--- config.mk ---
export PLATFORM = sky130hd
export DESIGN_NAME = pfb_input_sequencer_flat
export DESIGN_NICKNAME = d
export VERILOG_FILES = /design/src/rtl/pfb_input_sequencer_if.sv /design/src/rtl/pfb_input_sequencer.sv /design/src/flat_wrapper.sv
export SDC_FILE = /design/constraint.sdc
export NUM_CORES = 1
export LEC_CHECK = 0
export BUFFER_PORTS_ARGS = -buffer_cell sky130_fd_sc_hd__buf_4
export CELL_PAD_IN_SITES_DETAIL_PLACEMENT = 1
export CELL_PAD_IN_SITES_GLOBAL_PLACEMENT = 2
export CORE_MARGIN = 10
export CORE_UTILIZATION = 33
export DETAILED_ROUTE_END_ITERATION = 7
export PLACE_DENSITY_LB_ADDON = 0.2
export SLEW_MARGIN = 30
export SYNTH_ARGS = -nofsm -noshare
export SYNTH_HDL_FRONTEND = slang
export SYNTH_SLANG_ARGS = --single-unit
--- constraint.sdc ---
create_clock -name clk -period 4.2 [get_ports clk]
set_clock_uncertainty 0.1 [all_clocks]
set_input_delay 0.21 -clock clk [delete_from_list [all_inputs] [get_ports clk]]
set_output_delay 0.21 -clock clk [all_outputs]
set_load 0.02 [all_outputs]
--- src/rtl/pfb_input_sequencer_if.sv ---
// Stream bundle between the raw sample source, the PFB input sequencer and
// the PFB sample port. The sequencer drives the m_axis side plus its phase tags
// and consumes the s_axis side.
interface pfb_input_sequencer_if #(
  parameter int DATA_WIDTH  = 32,
  parameter int PHASE_WIDTH = 3,
  parameter int NPH_WIDTH   = 4
);
  logic                   s_axis_tvalid;
  logic [DATA_WIDTH-1:0]  s_axis_tdata;
  logic                   s_axis_tready;
  logic                   m_axis_tvalid;
  logic [DATA_WIDTH-1:0]  m_axis_tdata;
  logic                   m_axis_tlast;
  logic                   m_axis_tready;
  logic [PHASE_WIDTH-1:0] phase;
  logic [NPH_WIDTH-1:0]   num_phases;

  // Sequencer view: masters the tagged stream towards the PFB.
  modport master (
    input  s_axis_tvalid, s_axis_tdata, m_axis_tready,
    output s_axis_tready, m_axis_tvalid, m_axis_tdata, m_axis_tlast,
    output phase, num_phases
  );

  // Environment view: sample source and PFB sample port.
  modport slave (
    output s_axis_tvalid, s_axis_tdata, m_axis_tready,
    input  s_axis_tready, m_axis_tvalid, m_axis_tdata, m_axis_tlast,
    input  phase, num_phases
  );
endinterface

--- src/rtl/pfb_input_sequencer.sv ---
// PFB input sequencer: tags each raw sample with its commutator phase
// (counting down from N-1 to 0), the active phase count N and a frame-end
// tlast on phase 0. A 2-entry skid buffer keeps s_axis_tready registered.
// Optional macro PFB_SEQ_FLUSH_EN adds a flush input that pads a partial
// frame with zero samples down to phase 0.
module pfb_input_sequencer #(
  parameter int DATA_WIDTH  = 32,
  parameter int PHASE_WIDTH = 3,
  parameter int NPH_WIDTH   = 4
) (
  input  logic                 clk,
  input  logic                 sync_reset_n,
  input  logic [NPH_WIDTH-1:0] cfg_num_phases,
`ifdef PFB_SEQ_FLUSH_EN
  input  logic                 flush,
`endif
  output logic                 cfg_err,
  pfb_input_sequencer_if.master bus
);

  localparam logic [NPH_WIDTH-1:0] MAX_N = NPH_WIDTH'(2 ** PHASE_WIDTH);
  localparam logic [NPH_WIDTH-1:0] MIN_N = NPH_WIDTH'(2);

  typedef enum logic [1:0] {
    EMPTY = 2'd0,
    ONE   = 2'd1,
    TWO   = 2'd2
  } skid_state_t;

  // A sample travels together with the tags it was given at acceptance.
  typedef struct packed {
    logic [DATA_WIDTH-1:0]  data;
    logic [PHASE_WIDTH-1:0] phase;
    logic [NPH_WIDTH-1:0]   nph;
    logic                   last;
  } word_t;

  localparam word_t RESET_WORD = '{data: '0, phase: '0, nph: MAX_N, last: 1'b0};

  skid_state_t state_reg, state_next;
  word_t       out_word_reg, out_word_next;
  word_t       skid_word_reg, skid_word_next;
  logic        ready_reg, ready_next;

  logic                   frame_start_reg, frame_start_next;
  logic [PHASE_WIDTH-1:0] next_phase_reg, next_phase_next;
  logic [NPH_WIDTH-1:0]   n_reg, n_next;
  logic                   cfg_err_reg, cfg_err_next;

  logic                   pad_active;
  logic                   cfg_legal;
  logic [NPH_WIDTH-1:0]   in_n;
  logic [PHASE_WIDTH-1:0] in_phase;
  word_t                  in_word;
  logic                   load;
  logic                   xfer;

`ifdef PFB_SEQ_FLUSH_EN
  logic pad_reg, pad_next;
  assign pad_active = pad_reg;
`else
  assign pad_active = 1'b0;
`endif

  assign cfg_legal = (cfg_num_phases >= MIN_N) && (cfg_num_phases <= MAX_N);

  // Tag the word about to be loaded: a frame start latches a new N if legal.
  always_comb begin
    in_n     = n_reg;
    in_phase = next_phase_reg;
    if (frame_start_reg) begin
      in_n     = cfg_legal ? cfg_num_phases : n_reg;
      in_phase = PHASE_WIDTH'(in_n - NPH_WIDTH'(1));
    end
    in_word.data  = pad_active ? '0 : bus.s_axis_tdata;
    in_word.phase = in_phase;
    in_word.nph   = in_n;
    in_word.last  = (in_phase == '0);
  end

  // Padding words are injected whenever the buffer has room; real samples
  // only enter through the registered ready.
  assign load = pad_active ? (state_reg != TWO)
                           : (bus.s_axis_tvalid & ready_reg);
  assign xfer = (state_reg != EMPTY) & bus.m_axis_tready;

  // Skid buffer next-state: output register plus one overflow entry.
  always_comb begin
    state_next     = state_reg;
    out_word_next  = out_word_reg;
    skid_word_next = skid_word_reg;
    case (state_reg)
      EMPTY: begin
        if (load) begin
          out_word_next = in_word;
          state_next    = ONE;
        end
      end
      ONE: begin
        if (load && !xfer) begin
          skid_word_next = in_word;
          state_next     = TWO;
        end else if (!load && xfer) begin
          state_next = EMPTY;
        end else if (load && xfer) begin
          out_word_next = in_word;
        end
      end
      TWO: begin
        if (xfer) begin
          out_word_next = skid_word_reg;
          state_next    = ONE;
        end
      end
      default: state_next = EMPTY;
    endcase
  end

  // Phase sequencing and padding control, advanced on every loaded word.
  always_comb begin
    frame_start_next = frame_start_reg;
    next_phase_next  = next_phase_reg;
    n_next           = n_reg;
    cfg_err_next     = cfg_err_reg;
    if (load) begin
      frame_start_next = in_word.last;
      next_phase_next  = in_phase - PHASE_WIDTH'(1);
      n_next           = in_n;
      if (frame_start_reg && !cfg_legal) begin
        cfg_err_next = 1'b1;
      end
    end
`ifdef PFB_SEQ_FLUSH_EN
    pad_next = pad_reg;
    if (pad_reg && load && in_word.last) begin
      pad_next = 1'b0;
    end else if (flush && !pad_reg && !frame_start_reg && !(load && in_word.last)) begin
      pad_next = 1'b1;
    end
    ready_next = (state_next != TWO) && !pad_next;
`else
    ready_next = (state_next != TWO);
`endif
  end

  // State registers with synchronous active-low reset; a partial frame is dropped.
  always_ff @(posedge clk) begin
    if (!sync_reset_n) begin
      state_reg       <= EMPTY;
      out_word_reg    <= RESET_WORD;
      skid_word_reg   <= RESET_WORD;
      ready_reg       <= 1'b0;
      frame_start_reg <= 1'b1;
      next_phase_reg  <= '0;
      n_reg           <= MAX_N;
      cfg_err_reg     <= 1'b0;
`ifdef PFB_SEQ_FLUSH_EN
      pad_reg         <= 1'b0;
`endif
    end else begin
      state_reg       <= state_next;
      out_word_reg    <= out_word_next;
      skid_word_reg   <= skid_word_next;
      ready_reg       <= ready_next;
      frame_start_reg <= frame_start_next;
      next_phase_reg  <= next_phase_next;
      n_reg           <= n_next;
      cfg_err_reg     <= cfg_err_next;
`ifdef PFB_SEQ_FLUSH_EN
      pad_reg         <= pad_next;
`endif
    end
  end

  assign bus.s_axis_tready = ready_reg;
  assign bus.m_axis_tvalid = (state_reg != EMPTY);
  assign bus.m_axis_tdata  = out_word_reg.data;
  assign bus.m_axis_tlast  = out_word_reg.last;
  assign bus.phase         = out_word_reg.phase;
  assign bus.num_phases    = out_word_reg.nph;
  assign cfg_err           = cfg_err_reg;

endmodule

--- src/flat_wrapper.sv ---
// flat-port wrapper written by rule: the top's interface ports become plain ports
module pfb_input_sequencer_flat 
#(
  parameter int DATA_WIDTH  = 32,
  parameter int PHASE_WIDTH = 3,
  parameter int NPH_WIDTH   = 4
)
  (clk, sync_reset_n, cfg_num_phases, cfg_err, bus_s_axis_tvalid, bus_s_axis_tdata, bus_m_axis_tready, bus_s_axis_tready, bus_m_axis_tvalid, bus_m_axis_tdata, bus_m_axis_tlast, bus_phase, bus_num_phases);
  pfb_input_sequencer_if #(.DATA_WIDTH(DATA_WIDTH), .PHASE_WIDTH(PHASE_WIDTH), .NPH_WIDTH(NPH_WIDTH)) bus_i ();
  input  logic clk;
  input  logic sync_reset_n;
  input  logic [NPH_WIDTH-1:0] cfg_num_phases;
  output logic cfg_err;
  input wire logic [$bits(bus_i.s_axis_tvalid)-1:0] bus_s_axis_tvalid;
  input wire logic [$bits(bus_i.s_axis_tdata)-1:0] bus_s_axis_tdata;
  input wire logic [$bits(bus_i.m_axis_tready)-1:0] bus_m_axis_tready;
  output wire logic [$bits(bus_i.s_axis_tready)-1:0] bus_s_axis_tready;
  output wire logic [$bits(bus_i.m_axis_tvalid)-1:0] bus_m_axis_tvalid;
  output wire logic [$bits(bus_i.m_axis_tdata)-1:0] bus_m_axis_tdata;
  output wire logic [$bits(bus_i.m_axis_tlast)-1:0] bus_m_axis_tlast;
  output wire logic [$bits(bus_i.phase)-1:0] bus_phase;
  output wire logic [$bits(bus_i.num_phases)-1:0] bus_num_phases;
  assign bus_i.s_axis_tvalid = bus_s_axis_tvalid;
  assign bus_i.s_axis_tdata = bus_s_axis_tdata;
  assign bus_i.m_axis_tready = bus_m_axis_tready;
  assign bus_s_axis_tready = bus_i.s_axis_tready;
  assign bus_m_axis_tvalid = bus_i.m_axis_tvalid;
  assign bus_m_axis_tdata = bus_i.m_axis_tdata;
  assign bus_m_axis_tlast = bus_i.m_axis_tlast;
  assign bus_phase = bus_i.phase;
  assign bus_num_phases = bus_i.num_phases;
  pfb_input_sequencer #(.DATA_WIDTH(DATA_WIDTH), .PHASE_WIDTH(PHASE_WIDTH), .NPH_WIDTH(NPH_WIDTH)) u_core (.clk(clk), .sync_reset_n(sync_reset_n), .cfg_num_phases(cfg_num_phases), .cfg_err(cfg_err), .bus(bus_i));
endmodule
## After elaboration in Yosys (flattened, before gate mapping)

Index checks and enable logic that the tools add are counted.

- Register bits after elaboration: 92
- Input port bits: 40
- Output and inout bits: 43
- Logic and storage cells: 57

- Add/sub/neg operators: 2
- $lt $le $gt $ge: 2
- Equal/unequal tests: 8
- Mux-type cells: 14
- Bitwise logic cells: 2
- Reductions and logical operators: 15

Operators by type and width:

| cell | count |
|---|---|
| $mux W40 | 5 |
| $pmux W40 S3 | 1 |
| $mux W2 | 4 |
| $mux W4 | 2 |
| $ne A2 B1 Y1 const B | 3 |
| $ne A2 B2 Y1 const B | 3 |
| $pmux W2 S3 | 1 |
| $reduce_and A6 Y1 | 1 |
| $sub A3 B1 Y3 const B | 2 |
| $logic_and A1 B1 Y1 | 5 |
| $ge A4 B2 Y1 const B | 1 |
| $le A4 B4 Y1 const B | 1 |
| $reduce_and A2 Y1 | 2 |
| $logic_not A1 Y1 | 3 |
| $logic_not A3 Y1 | 1 |
| $mux W3 | 1 |
| $reduce_bool A3 Y1 | 1 |
| $and A1 B1 Y1 | 2 |
| $eq A2 B1 Y1 const B | 1 |
| $eq A2 B2 Y1 const B | 1 |
| $logic_not A2 Y1 | 1 |
| $reduce_bool A2 Y1 | 1 |

## Depth between registers and ports, before layout

- Word-level depth: 10
- Depth in mapped cells: 8
- Gate-level depth less buffers: 8

## Worst setup path after synthesis

OpenSTA, ideal clock, no wires.

- Kind: input -> register
- Start: input cfg_num_phases[2]
- End: register u_core.out_word_reg, in the netlist u_core.bus.m_axis_tlast
- Library setup time: 0.091 ns
- Arrival time: 1.787 ns
- Required time: 4.009 ns
- Setup slack: 2.222 ns
- Stages on the path: 8
- Buffers on the path: 0
- Cell sequence: or4b_4 -> o221ai_4 -> xnor2_1 -> mux2i_4 -> ha_1 -> ha_1 -> nand2_1 -> a311oi_1

RTL lines:

| item | RTL line | RTL |
|---|---|---|
| from (decl) | flat_wrapper.sv:12 | `input logic [NPH_WIDTH-1:0] cfg_num_phases;` |
| to (signal assigned) | pfb_input_sequencer.sv:162 | `out_word_reg <= out_word_next;` |
| to (decl) | pfb_input_sequencer.sv:41 | `word_t out_word_reg, out_word_next;` |

## Worst setup path after layout

- Start: input bus_m_axis_tready
- End: register u_core.skid_word_reg[3] (netlist bit)

- Cells in the longest elaborated chain, start to end: 4

Ends and longest elaborated chain:

| item | RTL line | RTL |
|---|---|---|
| from (decl) | flat_wrapper.sv:16 | `input wire logic [$bits(bus_i.m_axis_tready)-1:0] bus_m_axis_tready;` |
| $and A1 B1 Y1 | pfb_input_sequencer.sv:85 | `assign xfer = (state_reg != EMPTY) & bus.m_axis_tready;` |
| $logic_not A1 Y1 | pfb_input_sequencer.sv:100 | `if (load && !xfer) begin` |
| $logic_and A1 B1 Y1 | pfb_input_sequencer.sv:100 |  |
| $reduce_and A2 Y1 (no source line) | - |  |
| to (signal assigned) | pfb_input_sequencer.sv:163 | `skid_word_reg <= skid_word_next;` |
| to (decl) | pfb_input_sequencer.sv:42 | `word_t skid_word_reg, skid_word_next;` |

No other way between the ends.
A chain may end at the register's enable or synchronous reset.

==> flow_summary_export.csv <==
group,metric,value,unit
setup_path,cp-end-kind,"flip-flop",
sta,fmaxAchievable,458,MHz
drt,routed_via_density,5.07,
die,die_width,128,um
run_status,status,"complete, no violations",
cts,cts.htree.levels,3,
finish,finalNetCount,586,
pwr,vdd_ir_drop_max,0.000256,V
pwr,internal_power,1.49,mW
drt,wire_per_inst,16.3,um
finish,syn2layout_area_growth,26.0,%
finish,largest_reg_flops,40,
cts,cts_setup_buffers,0,
yosys,yosysSeqAreaShare,47.6,%
setup_path,arrival,2340,ps
die,dieArea,16500,um^2
finish,fin_util,42.6,%
yosys,synth_area_leaders,"dfxtp_1 48%, nand2_1 15%, a311oi_1 7.5%",
global_route,grt_pass1_wl,18200,um
cts,post_cts_resized,0,
run,drv_cap,0,
die,fp.dieH,128,um
place,preCtsSetupSlack,1850,ps
sta,layout_setup_ws,2020,ps
pwr,powerDensity,412,nW/um^2
drt,drc_errors,0,
pwr,p_switching,0.522,mW
global_route,grt_use_met1,15.7,%
finish,final_cell_area,4880,um^2
place,portBuffers,82,
cts,cts_buffer_depth,2,
finish,diodes,0,
yosys,synth_ff_type,"dfxtp_1",
cts,clock_sinks,92,
pwr,p_clk_share,38.7,%
setup_path,reg2reg_slack,2080,ps
global_route,grtUsageMet2,23.1,%
die,rows,39,
cts,worstSkewPairLatency,340,ps
finish,drive_gt1_share,21.7,%
worst_hold_path,hold_end,"u_core.skid_word_reg[35]",
yosys,syn_area,3870,um^2
yosys,synth_top_area_cell,"dfxtp_1",
pwr,pwr-share-seq,46.8,%
yosys,ys.warnings.count,0,
drt,dr.first_iter.drc_count,136,
die,core,11500,um^2
finish,n_fill_cell,1393,
setup_path,rr_endpoint,"u_core.skid_word_reg[3]",
sta,maxSlewViolCount,0,
die,start_util,33.8,%
global_route,grt_pass1_vias,3625,
sta,fin_crit,2180,ps
sta,slew_headroom,44.4,%
worst_hold_path,hold_depth,3,
global_route,track_usage,13.6,%
yosys,synth.most_common_cell,"nand2_1",
yosys,avgSynthCellArea,8.00,um^2
place,dpl_cell_area,4590,um^2
global_route,grt_antenna_before_repair,0,
yosys,syn_nets,526,
global_route,grt-busiest-layer,"met2",
sta,rsz0062_at_grt,"no",
setup_path,path_class,"primary input to flip-flop",
yosys,async_flop_share,0,%
yosys,synth_top_area_share,47.6,%
yosys,synth_cell_types,47,
worst_hold_path,hold_class,"primary input to flip-flop",
global_route,grt_util_met3,4.88,%
sta,hold_violations,0,
pwr,swShare,25.9,%
cts,cts_tree,"done",
drt,vias,3506,
setup_path,crit_path_start_kind,"primary input",
global_route,grt_max_degree,45,
place,gp_congestion,0.747,
global_route,overflow,0,
yosys,synth_seq_cells,92,
drt,drt_wl_total,11300,um
place,place_hpwl,7480,um
sta,min_period_over_period,52.0,%
yosys,synth_commonest_cells,"152 x nand2_1, 92 x dfxtp_1, 55 x nor2_1",
worst_hold_path,hold_start,"bus_s_axis_tdata[27]",
setup_path,crit_required,4360,ps
sta,fin_setup_tns,0,ps
setup_path,r2r_start,"u_core.state_reg[0]",
cts,clkTransAtPathRegs,60,ps
cts,cts_made_buffers,9,
setup_path,worstPathMaxFanout,40,
sta,timing.hold.ws,19.3,ps
cts,cts_hold_buf,1,
sta,setup_viol,0,
setup_path,r2r_cells,4,
cts,cts_root_buf,"clkbuf_16",
sta,tightest_slew,833,ps
yosys,synth-edff-count,0,
die,ioPinCount,83,
yosys,synthCells,484,
drt,firstDrtPassIters,4,
pwr,p_comb_share,14.5,%
drt,ant_nets,0,
pwr,p_leak,1.92,nW
[metal layers]
layer,share of wire [%],wire [um],up-vias
met5,0,0,-
met4,1.1,124,0
met3,5.6,632,10
met2,49,5530,63
met1,44,5000,1662
li1,-,-,1771
[critical path, stage by stage]
cell and delay (ps):
dlygate4sd3_1 550, buf_4 160, nor2b_1 310, and2_2 780, nor2_1 100, a211oi_1 220
[cell type report]
cell class                      instances  area [um^2]  share of cell area (%)
Multi-Input combinational cell        348         1880                    38.4
Sequential cell                        92         1840                    37.7
Timing Repair Buffer                   88          683                    14.0
Clock buffer                           15          278                    5.69
Tap cell                              143          179                    3.67
Inverter                                5         18.8                   0.385
Clock inverter                          1         5.00                   0.103
[metrics by stage]
stage	instances	total power [mW]
after global routing	692	2.11
after detailed placement	675	1.26
final	692	2.01
after global placement	674	1.25
after CTS	692	2.05
after floorplan	484	1.13
[power by group through the flow]
| stage | Combinational (mW) | Clock, mW | Sequential, mW |
|---|---|---|---|
| floorplan | 0.140 | 0 | 0.989 |
| global placement | 0.289 | 0 | 0.960 |
| detailed placement | 0.295 | 0 | 0.961 |
| CTS | 0.298 | 0.810 | 0.942 |
| global route | 0.321 | 0.841 | 0.946 |
| finish | 0.291 | 0.779 | 0.941 |
[how the worst max path moves through the flow]
stage / startpoint / endpoint / slack, ps
final: bus_m_axis_tready / u_core.skid_word_reg[3] / 2020
after global routing: bus_m_axis_tready / u_core.skid_word_reg[14] / 1810
after CTS: bus_m_axis_tready / u_core.skid_word_reg[3] / 1990
after detailed placement: cfg_num_phases[2] / u_core.bus.m_axis_tlast / 1850
after global placement: cfg_num_phases[2] / u_core.bus.m_axis_tlast / 1940
after floorplan: cfg_num_phases[2] / u_core.bus.m_axis_tlast / 2220
[cells in the final DEF, fill, tap and decap left out, types with 2 or more instances in the layout]
cell type	n
nor2b_1	3
o211ai_1	3
inv_1	4
or2_2	2
ha_1	2
mux2i_1	5
o22ai_1	2
a31oi_1	2
nor2_1	55
a21oi_1	40
a311oi_1	33
nand2_1	152
buf_4	86
and2_1	3
a211oi_1	4
clkbuf_16	9
o21ai_0	4
dfxtp_1	92
nor3_1	3
clkbuf_1	3
o21ai_1	3
nor4b_1	2
clkbuf_8	3
nand3_1	2
[logic make-up after synthesis]
group / share of synthesized area [%]
XOR/XNOR: 0.226
AO/OA/AOI/OAI: 20.4
buffers and inverters: 4.65
AND/OR/NAND/NOR: 24.4
multiplexers: 2.16
flip-flops: 47.6
adder cells (fa/ha/maj): 0.646
Note: power is estimated with default switching activity, not from simulation.
